### src/rtl/decode_stage_if.sv
// Fetch/write-back/execute signal bundle around the decode stage.
// slave: the decode stage's view; master: the surrounding pipeline's view.
interface decode_stage_if #(
    parameter int XLEN = 32
);
    logic            flush;
    logic            in_valid;
    logic            in_ready;
    logic [31:0]     instr;
    logic [XLEN-1:0] pc_in;
    logic            wb_en;
    logic [4:0]      wb_rd;
    logic [XLEN-1:0] wb_data;
    logic            out_valid;
    logic            out_ready;
    logic [XLEN-1:0] rs1_data;
    logic [XLEN-1:0] rs2_data;
    logic [4:0]      rs1;
    logic [4:0]      rs2;
    logic [4:0]      rd;
    logic [6:0]      opcode;
    logic [2:0]      funct3;
    logic [6:0]      funct7;
    logic [XLEN-1:0] imm;
    logic [XLEN-1:0] pc_out;
    logic            illegal;

    modport slave (
        input  flush, in_valid, instr, pc_in, wb_en, wb_rd, wb_data, out_ready,
        output in_ready, out_valid, rs1_data, rs2_data, rs1, rs2, rd,
               opcode, funct3, funct7, imm, pc_out, illegal
    );

    modport master (
        output flush, in_valid, instr, pc_in, wb_en, wb_rd, wb_data, out_ready,
        input  in_ready, out_valid, rs1_data, rs2_data, rs1, rs2, rd,
               opcode, funct3, funct7, imm, pc_out, illegal
    );
endinterface

### src/rtl/decode_stage.sv
// RV32/RV64 instruction decode stage: register file, immediate generation, one output slot.
// Define DECODE_WB_BYPASS_EN to forward same-cycle write-back data into captured operands.
module decode_stage #(
    parameter int XLEN      = 32,
    parameter int REG_COUNT = 32
) (
    input  logic          clk,
    input  logic          reset,
    decode_stage_if.slave bus
);
    localparam int         IDX_W     = $clog2(REG_COUNT);
    localparam logic [5:0] REG_LIMIT = 6'(REG_COUNT);

    localparam logic [6:0] OP_R      = 7'b0110011;
    localparam logic [6:0] OP_IMM    = 7'b0010011;
    localparam logic [6:0] OP_LOAD   = 7'b0000011;
    localparam logic [6:0] OP_JALR   = 7'b1100111;
    localparam logic [6:0] OP_SYSTEM = 7'b1110011;
    localparam logic [6:0] OP_STORE  = 7'b0100011;
    localparam logic [6:0] OP_BRANCH = 7'b1100011;
    localparam logic [6:0] OP_LUI    = 7'b0110111;
    localparam logic [6:0] OP_AUIPC  = 7'b0010111;
    localparam logic [6:0] OP_JAL    = 7'b1101111;

    function automatic logic idx_ok(input logic [4:0] idx);
        return {1'b0, idx} < REG_LIMIT;
    endfunction

    function automatic logic signed [XLEN-1:0] imm_gen(input logic [31:0] ins);
        logic signed [31:0] raw;
        raw = '0;
        case (ins[6:0])
            OP_IMM, OP_LOAD, OP_JALR, OP_SYSTEM:
                raw = {{20{ins[31]}}, ins[31:20]};
            OP_STORE:
                raw = {{20{ins[31]}}, ins[31:25], ins[11:7]};
            OP_BRANCH:
                raw = {{19{ins[31]}}, ins[31], ins[7], ins[30:25], ins[11:8], 1'b0};
            OP_LUI, OP_AUIPC:
                raw = {ins[31:12], 12'b0};
            OP_JAL:
                raw = {{11{ins[31]}}, ins[31], ins[19:12], ins[20], ins[30:21], 1'b0};
            default:
                raw = '0;
        endcase
        return XLEN'(raw);
    endfunction

    logic [XLEN-1:0] regs [REG_COUNT];

    logic [4:0]             rs1_p0, rs2_p0, rd_p0;
    logic [6:0]             opcode_p0;
    logic                   uses_rs1_p0, uses_rs2_p0, uses_rd_p0, known_p0;
    logic                   illegal_p0, wb_hit_p0, capture_p0;
    logic [XLEN-1:0]        rs1_raw_p0, rs2_raw_p0, rs1_data_p0, rs2_data_p0;
    logic signed [XLEN-1:0] imm_p0;

    logic                   vld_p1;
    logic [XLEN-1:0]        rs1_data_p1, rs2_data_p1, pc_p1;
    logic [4:0]             rs1_p1, rs2_p1, rd_p1;
    logic [6:0]             opcode_p1, funct7_p1;
    logic [2:0]             funct3_p1;
    logic signed [XLEN-1:0] imm_p1;
    logic                   illegal_p1;

    assign rs1_p0     = bus.instr[19:15];
    assign rs2_p0     = bus.instr[24:20];
    assign rd_p0      = bus.instr[11:7];
    assign opcode_p0  = bus.instr[6:0];
    assign imm_p0     = imm_gen(bus.instr);
    assign wb_hit_p0  = bus.wb_en && (bus.wb_rd != 5'd0) && idx_ok(bus.wb_rd);
    assign bus.in_ready = !vld_p1 || bus.out_ready;
    assign capture_p0 = bus.in_valid && bus.in_ready && !bus.flush;

    always_comb begin
        uses_rs1_p0 = 1'b0;
        uses_rs2_p0 = 1'b0;
        uses_rd_p0  = 1'b0;
        known_p0    = 1'b1;
        case (opcode_p0)
            OP_R: begin
                uses_rs1_p0 = 1'b1;
                uses_rs2_p0 = 1'b1;
                uses_rd_p0  = 1'b1;
            end
            OP_IMM, OP_LOAD, OP_JALR, OP_SYSTEM: begin
                uses_rs1_p0 = 1'b1;
                uses_rd_p0  = 1'b1;
            end
            OP_STORE, OP_BRANCH: begin
                uses_rs1_p0 = 1'b1;
                uses_rs2_p0 = 1'b1;
            end
            OP_LUI, OP_AUIPC, OP_JAL:
                uses_rd_p0 = 1'b1;
            default:
                known_p0 = 1'b0;
        endcase
    end

    // Operand read; without the bypass a same-cycle write is seen one capture later.
    always_comb begin
        rs1_raw_p0 = '0;
        rs2_raw_p0 = '0;
        if (rs1_p0 != 5'd0 && idx_ok(rs1_p0))
            rs1_raw_p0 = regs[rs1_p0[IDX_W-1:0]];
        if (rs2_p0 != 5'd0 && idx_ok(rs2_p0))
            rs2_raw_p0 = regs[rs2_p0[IDX_W-1:0]];
`ifdef DECODE_WB_BYPASS_EN
        if (wb_hit_p0 && bus.wb_rd == rs1_p0)
            rs1_raw_p0 = bus.wb_data;
        if (wb_hit_p0 && bus.wb_rd == rs2_p0)
            rs2_raw_p0 = bus.wb_data;
`endif
    end

    always_comb begin
        illegal_p0 = (bus.instr[1:0] != 2'b11) || !known_p0
                   || (uses_rs1_p0 && !idx_ok(rs1_p0))
                   || (uses_rs2_p0 && !idx_ok(rs2_p0))
                   || (uses_rd_p0  && !idx_ok(rd_p0));
        rs1_data_p0 = (illegal_p0 || !uses_rs1_p0) ? '0 : rs1_raw_p0;
        rs2_data_p0 = (illegal_p0 || !uses_rs2_p0) ? '0 : rs2_raw_p0;
    end

    // ---- p0 -> p1: output slot and register file ----
    always_ff @(posedge clk) begin
        if (!reset) begin
            vld_p1      <= 1'b0;
            rs1_data_p1 <= '0;
            rs2_data_p1 <= '0;
            pc_p1       <= '0;
            rs1_p1      <= '0;
            rs2_p1      <= '0;
            rd_p1       <= '0;
            opcode_p1   <= '0;
            funct3_p1   <= '0;
            funct7_p1   <= '0;
            imm_p1      <= '0;
            illegal_p1  <= 1'b0;
            for (int i = 0; i < REG_COUNT; i++)
                regs[i] <= '0;
        end else begin
            if (wb_hit_p0)
                regs[bus.wb_rd[IDX_W-1:0]] <= bus.wb_data;
            if (bus.flush) begin
                vld_p1 <= 1'b0;
            end else if (capture_p0) begin
                vld_p1      <= 1'b1;
                rs1_data_p1 <= rs1_data_p0;
                rs2_data_p1 <= rs2_data_p0;
                pc_p1       <= bus.pc_in;
                rs1_p1      <= rs1_p0;
                rs2_p1      <= rs2_p0;
                rd_p1       <= rd_p0;
                opcode_p1   <= opcode_p0;
                funct3_p1   <= bus.instr[14:12];
                funct7_p1   <= bus.instr[31:25];
                imm_p1      <= imm_p0;
                illegal_p1  <= illegal_p0;
            end else if (bus.out_ready) begin
                vld_p1 <= 1'b0;
            end
        end
    end

    assign bus.out_valid = vld_p1;
    assign bus.rs1_data  = rs1_data_p1;
    assign bus.rs2_data  = rs2_data_p1;
    assign bus.rs1       = rs1_p1;
    assign bus.rs2       = rs2_p1;
    assign bus.rd        = rd_p1;
    assign bus.opcode    = opcode_p1;
    assign bus.funct3    = funct3_p1;
    assign bus.funct7    = funct7_p1;
    assign bus.imm       = imm_p1;
    assign bus.pc_out    = pc_p1;
    assign bus.illegal   = illegal_p1;
endmodule

### src/flat_wrapper.sv
// flat-port wrapper written by rule: the top's interface ports become plain ports
module decode_stage_flat 
#(
    parameter int XLEN      = 32,
    parameter int REG_COUNT = 32
)
  (clk, reset, bus_flush, bus_in_valid, bus_instr, bus_pc_in, bus_wb_en, bus_wb_rd, bus_wb_data, bus_out_ready, bus_in_ready, bus_out_valid, bus_rs1_data, bus_rs2_data, bus_rs1, bus_rs2, bus_rd, bus_opcode, bus_funct3, bus_funct7, bus_imm, bus_pc_out, bus_illegal);
  decode_stage_if #(.XLEN(XLEN)) bus_i ();
  input  logic clk;
  input  logic reset;
  input wire logic [$bits(bus_i.flush)-1:0] bus_flush;
  input wire logic [$bits(bus_i.in_valid)-1:0] bus_in_valid;
  input wire logic [$bits(bus_i.instr)-1:0] bus_instr;
  input wire logic [$bits(bus_i.pc_in)-1:0] bus_pc_in;
  input wire logic [$bits(bus_i.wb_en)-1:0] bus_wb_en;
  input wire logic [$bits(bus_i.wb_rd)-1:0] bus_wb_rd;
  input wire logic [$bits(bus_i.wb_data)-1:0] bus_wb_data;
  input wire logic [$bits(bus_i.out_ready)-1:0] bus_out_ready;
  output wire logic [$bits(bus_i.in_ready)-1:0] bus_in_ready;
  output wire logic [$bits(bus_i.out_valid)-1:0] bus_out_valid;
  output wire logic [$bits(bus_i.rs1_data)-1:0] bus_rs1_data;
  output wire logic [$bits(bus_i.rs2_data)-1:0] bus_rs2_data;
  output wire logic [$bits(bus_i.rs1)-1:0] bus_rs1;
  output wire logic [$bits(bus_i.rs2)-1:0] bus_rs2;
  output wire logic [$bits(bus_i.rd)-1:0] bus_rd;
  output wire logic [$bits(bus_i.opcode)-1:0] bus_opcode;
  output wire logic [$bits(bus_i.funct3)-1:0] bus_funct3;
  output wire logic [$bits(bus_i.funct7)-1:0] bus_funct7;
  output wire logic [$bits(bus_i.imm)-1:0] bus_imm;
  output wire logic [$bits(bus_i.pc_out)-1:0] bus_pc_out;
  output wire logic [$bits(bus_i.illegal)-1:0] bus_illegal;
  assign bus_i.flush = bus_flush;
  assign bus_i.in_valid = bus_in_valid;
  assign bus_i.instr = bus_instr;
  assign bus_i.pc_in = bus_pc_in;
  assign bus_i.wb_en = bus_wb_en;
  assign bus_i.wb_rd = bus_wb_rd;
  assign bus_i.wb_data = bus_wb_data;
  assign bus_i.out_ready = bus_out_ready;
  assign bus_in_ready = bus_i.in_ready;
  assign bus_out_valid = bus_i.out_valid;
  assign bus_rs1_data = bus_i.rs1_data;
  assign bus_rs2_data = bus_i.rs2_data;
  assign bus_rs1 = bus_i.rs1;
  assign bus_rs2 = bus_i.rs2;
  assign bus_rd = bus_i.rd;
  assign bus_opcode = bus_i.opcode;
  assign bus_funct3 = bus_i.funct3;
  assign bus_funct7 = bus_i.funct7;
  assign bus_imm = bus_i.imm;
  assign bus_pc_out = bus_i.pc_out;
  assign bus_illegal = bus_i.illegal;
  decode_stage #(.XLEN(XLEN), .REG_COUNT(REG_COUNT)) u_core (.clk(clk), .reset(reset), .bus(bus_i));
endmodule
### config.mk
export PLATFORM = sky130hd
export DESIGN_NAME = decode_stage_flat
export DESIGN_NICKNAME = d
export VERILOG_FILES = /design/src/rtl/decode_stage_if.sv /design/src/rtl/decode_stage.sv /design/src/flat_wrapper.sv
export SDC_FILE = /design/constraint.sdc
export NUM_CORES = 2
export LEC_CHECK = 0
export ABC_AREA = 1
export CELL_PAD_IN_SITES_DETAIL_PLACEMENT = 1
export CELL_PAD_IN_SITES_GLOBAL_PLACEMENT = 1
export CORE_MARGIN = 2
export CORE_UTILIZATION = 35
export CTS_CLUSTER_SIZE = 12
export DETAILED_ROUTE_END_ITERATION = 6
export PLACE_DENSITY = 0.67
export SYNTH_ARGS = -nofsm -noshare
export SYNTH_HDL_FRONTEND = slang
export SYNTH_SLANG_ARGS = --single-unit
### constraint.sdc
create_clock -name clk -period 2.55 [get_ports clk]
set_input_delay 0.6375 -clock clk [delete_from_list [all_inputs] [get_ports clk]]
set_output_delay 0.6375 -clock clk [all_outputs]
set_load 0.01 [all_outputs]
==> impl_metrics.env <==
export IMPL_cpPeakStageDelay_ps=630
export IMPL_ctsLongestPathBuffers=3
export IMPL_highest_layer="met4"
export IMPL_final_layout_size_suffix_gt1_frac=0.0904
export IMPL_synthCells=8512
export IMPL_overflow=0
export IMPL_yosys_area_share_simple=0.345
export IMPL_wl_met1_um=120000
export IMPL_synthXorXnorAreaFrac=0
export IMPL_gp_congestion=0.896
export IMPL_yosysMostFrequentCell="nand2_1"
export IMPL_remaining_drc_errors=0
export IMPL_synthTopCellsByArea="edfxtp_1 (47%), nand3_1 (15%), nand2_1 (13%)"
export IMPL_synth_edf_count=1024
export IMPL_final_util=0.428
export IMPL_grt_pass1_vias=65200
export IMPL_p_int_uw=36600
export IMPL_antenna_found_initial=4
export IMPL_leakagePower_uw=0.0349
export IMPL_cts_setup_buffers=0
export IMPL_powerDensity_nw_per_um2=644
export IMPL_cp_data_arrival_time_ps=1840
export IMPL_wl_met3_um=24400
export IMPL_synth_common_cells="nand2_1 (2,211), nand3_1 (1,905), nor2_1 (1,170)"
export IMPL_area_growth_pct=22.0
export IMPL_dp_hpwl_um=194000
export IMPL_critPathBufInv=1
export IMPL_cts_htree_levels=4
export IMPL_dp_cells=11100
export IMPL_syn_area_per_cell_sq_um=7.64
export IMPL_cts_sinks=1186
export IMPL_switching_share=0.283
export IMPL_timing_fmax_ghz=0.404
export IMPL_via_per_inst=5.59
export IMPL_synth_ff_type="edfxtp_1"
export IMPL_route_vias_total=63400
export IMPL_postCtsHoldBufs=0
export IMPL_critPathSlowestCell="clkdlybuf4s50_1"
export IMPL_pwr_share_seq=0.439
export IMPL_cts_buffers=146
export IMPL_clockPowerShare=0.418
export IMPL_ys_warn_count=0
export IMPL_cts_root_buffer="clkbuf_16"
export IMPL_num_io_pins=270
export IMPL_ir_drop_v=0.000490
export IMPL_critical_path_class="reg2out"
export IMPL_synth_top_family_by_area="simple AND/OR/NAND/NOR gates"
export IMPL_core_area_sq_um=185000
export IMPL_combPwrFrac=0.143
export IMPL_cp_cell_sequence="clkdlybuf4s50_1"
export IMPL_fin_cells=11300
export IMPL_postLayoutCellArea_sq_um=79300
export IMPL_hold_worst_slack_ps=376
export IMPL_dr_wl_met2_um=138000
export IMPL_cts_repair_resized=0
export IMPL_drt_iter0_drc=6932
export IMPL_rsz0062_at_grt="no"
export IMPL_ant_nets=0
export IMPL_fin_crit_ps=2470
export IMPL_placementRows=158
export IMPL_cp_top_family="buffers and inverters"
export IMPL_wl_per_cell_um=26.5
export IMPL_crit_path_start_kind="register"
export IMPL_synth_seq_cells=1186
export IMPL_die_height_um=435
export IMPL_worst_ep_required_time_ps=1910
export IMPL_post_place_ws_ps=-304
export IMPL_io_buffers=269
export IMPL_clock_latency_ps=820
export IMPL_die_x_um=435
export IMPL_cts_tree="done"
export IMPL_finalCritPeriodShare=0.970
export IMPL_cp_end_kind="primary output"
export IMPL_synth_top_area_frac=0.473
export IMPL_grt_usage=0.311
export IMPL_synth_cell_type_count=30
export IMPL_synth_compound_area_frac=0.0232
export IMPL_max_cap_viol_count=0
export IMPL_fin_nets=8860
export IMPL_synth_fa_ha_area_frac=0
export IMPL_worst_slack_ps=76.0
export IMPL_syn_area_sq_um=65000
export IMPL_hold_path_class="in2reg"
export IMPL_dpl_cell_area_sq_um=74500
export IMPL_async_flop_share=0
export IMPL_slew_viol_final=0
export IMPL_grt_max_degree=113
export IMPL_wirelength_um=301000
export IMPL_slew_headroom=0.539
export IMPL_p_sw_uw=14400
export IMPL_worst_pin_slew_ps=691
export IMPL_grt_pass1_wl_um=438000
export IMPL_clkTransAtPathRegs_ps=60
export IMPL_dieArea_sq_um=189000
export IMPL_setup_violations=0
export IMPL_clock_skew_ps=31.0
export IMPL_hold_viol=0
export IMPL_synth_area_mux_share=0
export IMPL_ys_seq_area_frac=0.523
export IMPL_initial_utilization=0.351
export IMPL_outcome="completed"
export IMPL_cp_max_fo=2
export IMPL_synth_largest_area_cell="edfxtp_1"
export IMPL_drt_pass1_iter_count=6
-- logic make-up after synthesis --
family / after synthesis
AO/OA/AOI/OAI: 268
AND/OR/NAND/NOR: 5316
flip-flops: 1186
buffers and inverters: 1741
other: 1
-- final timing paths --
path / cells past startpoint / startpoint / endpoint / slack, ps
worst max-delay path: 1 / u_core.bus.rs2_data[31] / bus_rs2_data[31] / 80
worst min-delay path: 5 / bus_instr[19] / u_core.bus.imm[19] / 380
worst max register to register: 10 / u_core.bus.out_valid / u_core.bus.rs1_data[31] / 770
worst min register to register: 2 / u_core.bus.imm[10] / u_core.bus.imm[10] / 460
-- final cells by class --
type | count | area, sq um
multi-input combinational | 5616 | 24200
timing repair buffer | 749 | 9210
tap | 2480 | 3100
sequential | 1186 | 34000
clock inverter | 75 | 786
fill | 22200 | 106000
antenna | 1 | 2.50
inverter | 1054 | 4010
clock buffer | 188 | 3960
-- flip-flops by register name, summed over array words and instances, names as in the netlist, 3 cells and up --
name / count
u_core.bus.rs2_data: 32
u_core.bus.rs2: 5
u_core.bus.funct3: 3
u_core.bus.imm: 32
u_core.bus.rs1: 5
u_core.bus.rs1_data: 32
u_core.bus.funct7: 7
u_core.bus.rd: 5
u_core.bus.pc_out: 32
u_core.regs: 1024
u_core.bus.opcode: 7
-- routing by layer --
layer | global-route usage | vias to the layer above
met1 | 0.398 | 31800
li1 | - | 27800
met5 | 0 | -
met2 | 0.503 | 3011
met3 | 0.0484 | 800
met4 | 0.171 | 0
-- layout by cell type, fill, tap and decap left out, drive strengths merged --
cell / Yosys / final
nor3: 14 / 14
clkbuf: 276 / 188
o22ai: 1 / 1
inv: 1052 / 1059
nand4: 1 / 1
a211oi: 1 / 1
clkdlybuf4s50: 0 / 258
o21ai: 72 / 72
edfxtp: 1024 / 1024
clkinv: 2 / 53
buf: 411 / 491
a21oi: 129 / 129
diode: 0 / 1
o211ai: 64 / 64
or2: 9 / 9
dfxtp: 162 / 162
bufinv: 0 / 13
conb: 1 / 32
nand3b: 2 / 2
nand3: 1906 / 1906
nand2: 2212 / 2212
clkinvlp: 0 / 4
a21boi: 1 / 1
nor2: 1172 / 1172
-- metrics by stage --
| stage | power [uW] | TNS [ps] |
|---|---|---|
| floorplan | 26500 | -27720 |
| global placement | 29800 | -434610 |
| detailed placement | 30000 | -301010 |
| CTS | 51100 | 0 |
| global route | 52500 | 0 |
| finish | 51000 | 0 |
-- power groups by stage --
stage,clock (uW),sequential [uW],combinational [uW]
floorplan,0,22700,3840
global placement,0,22800,6980
detailed placement,0,22800,7170
CTS,21500,22400,7210
global route,22100,22500,7820
finish,21300,22400,7300
(Power assumes the default switching activity.)
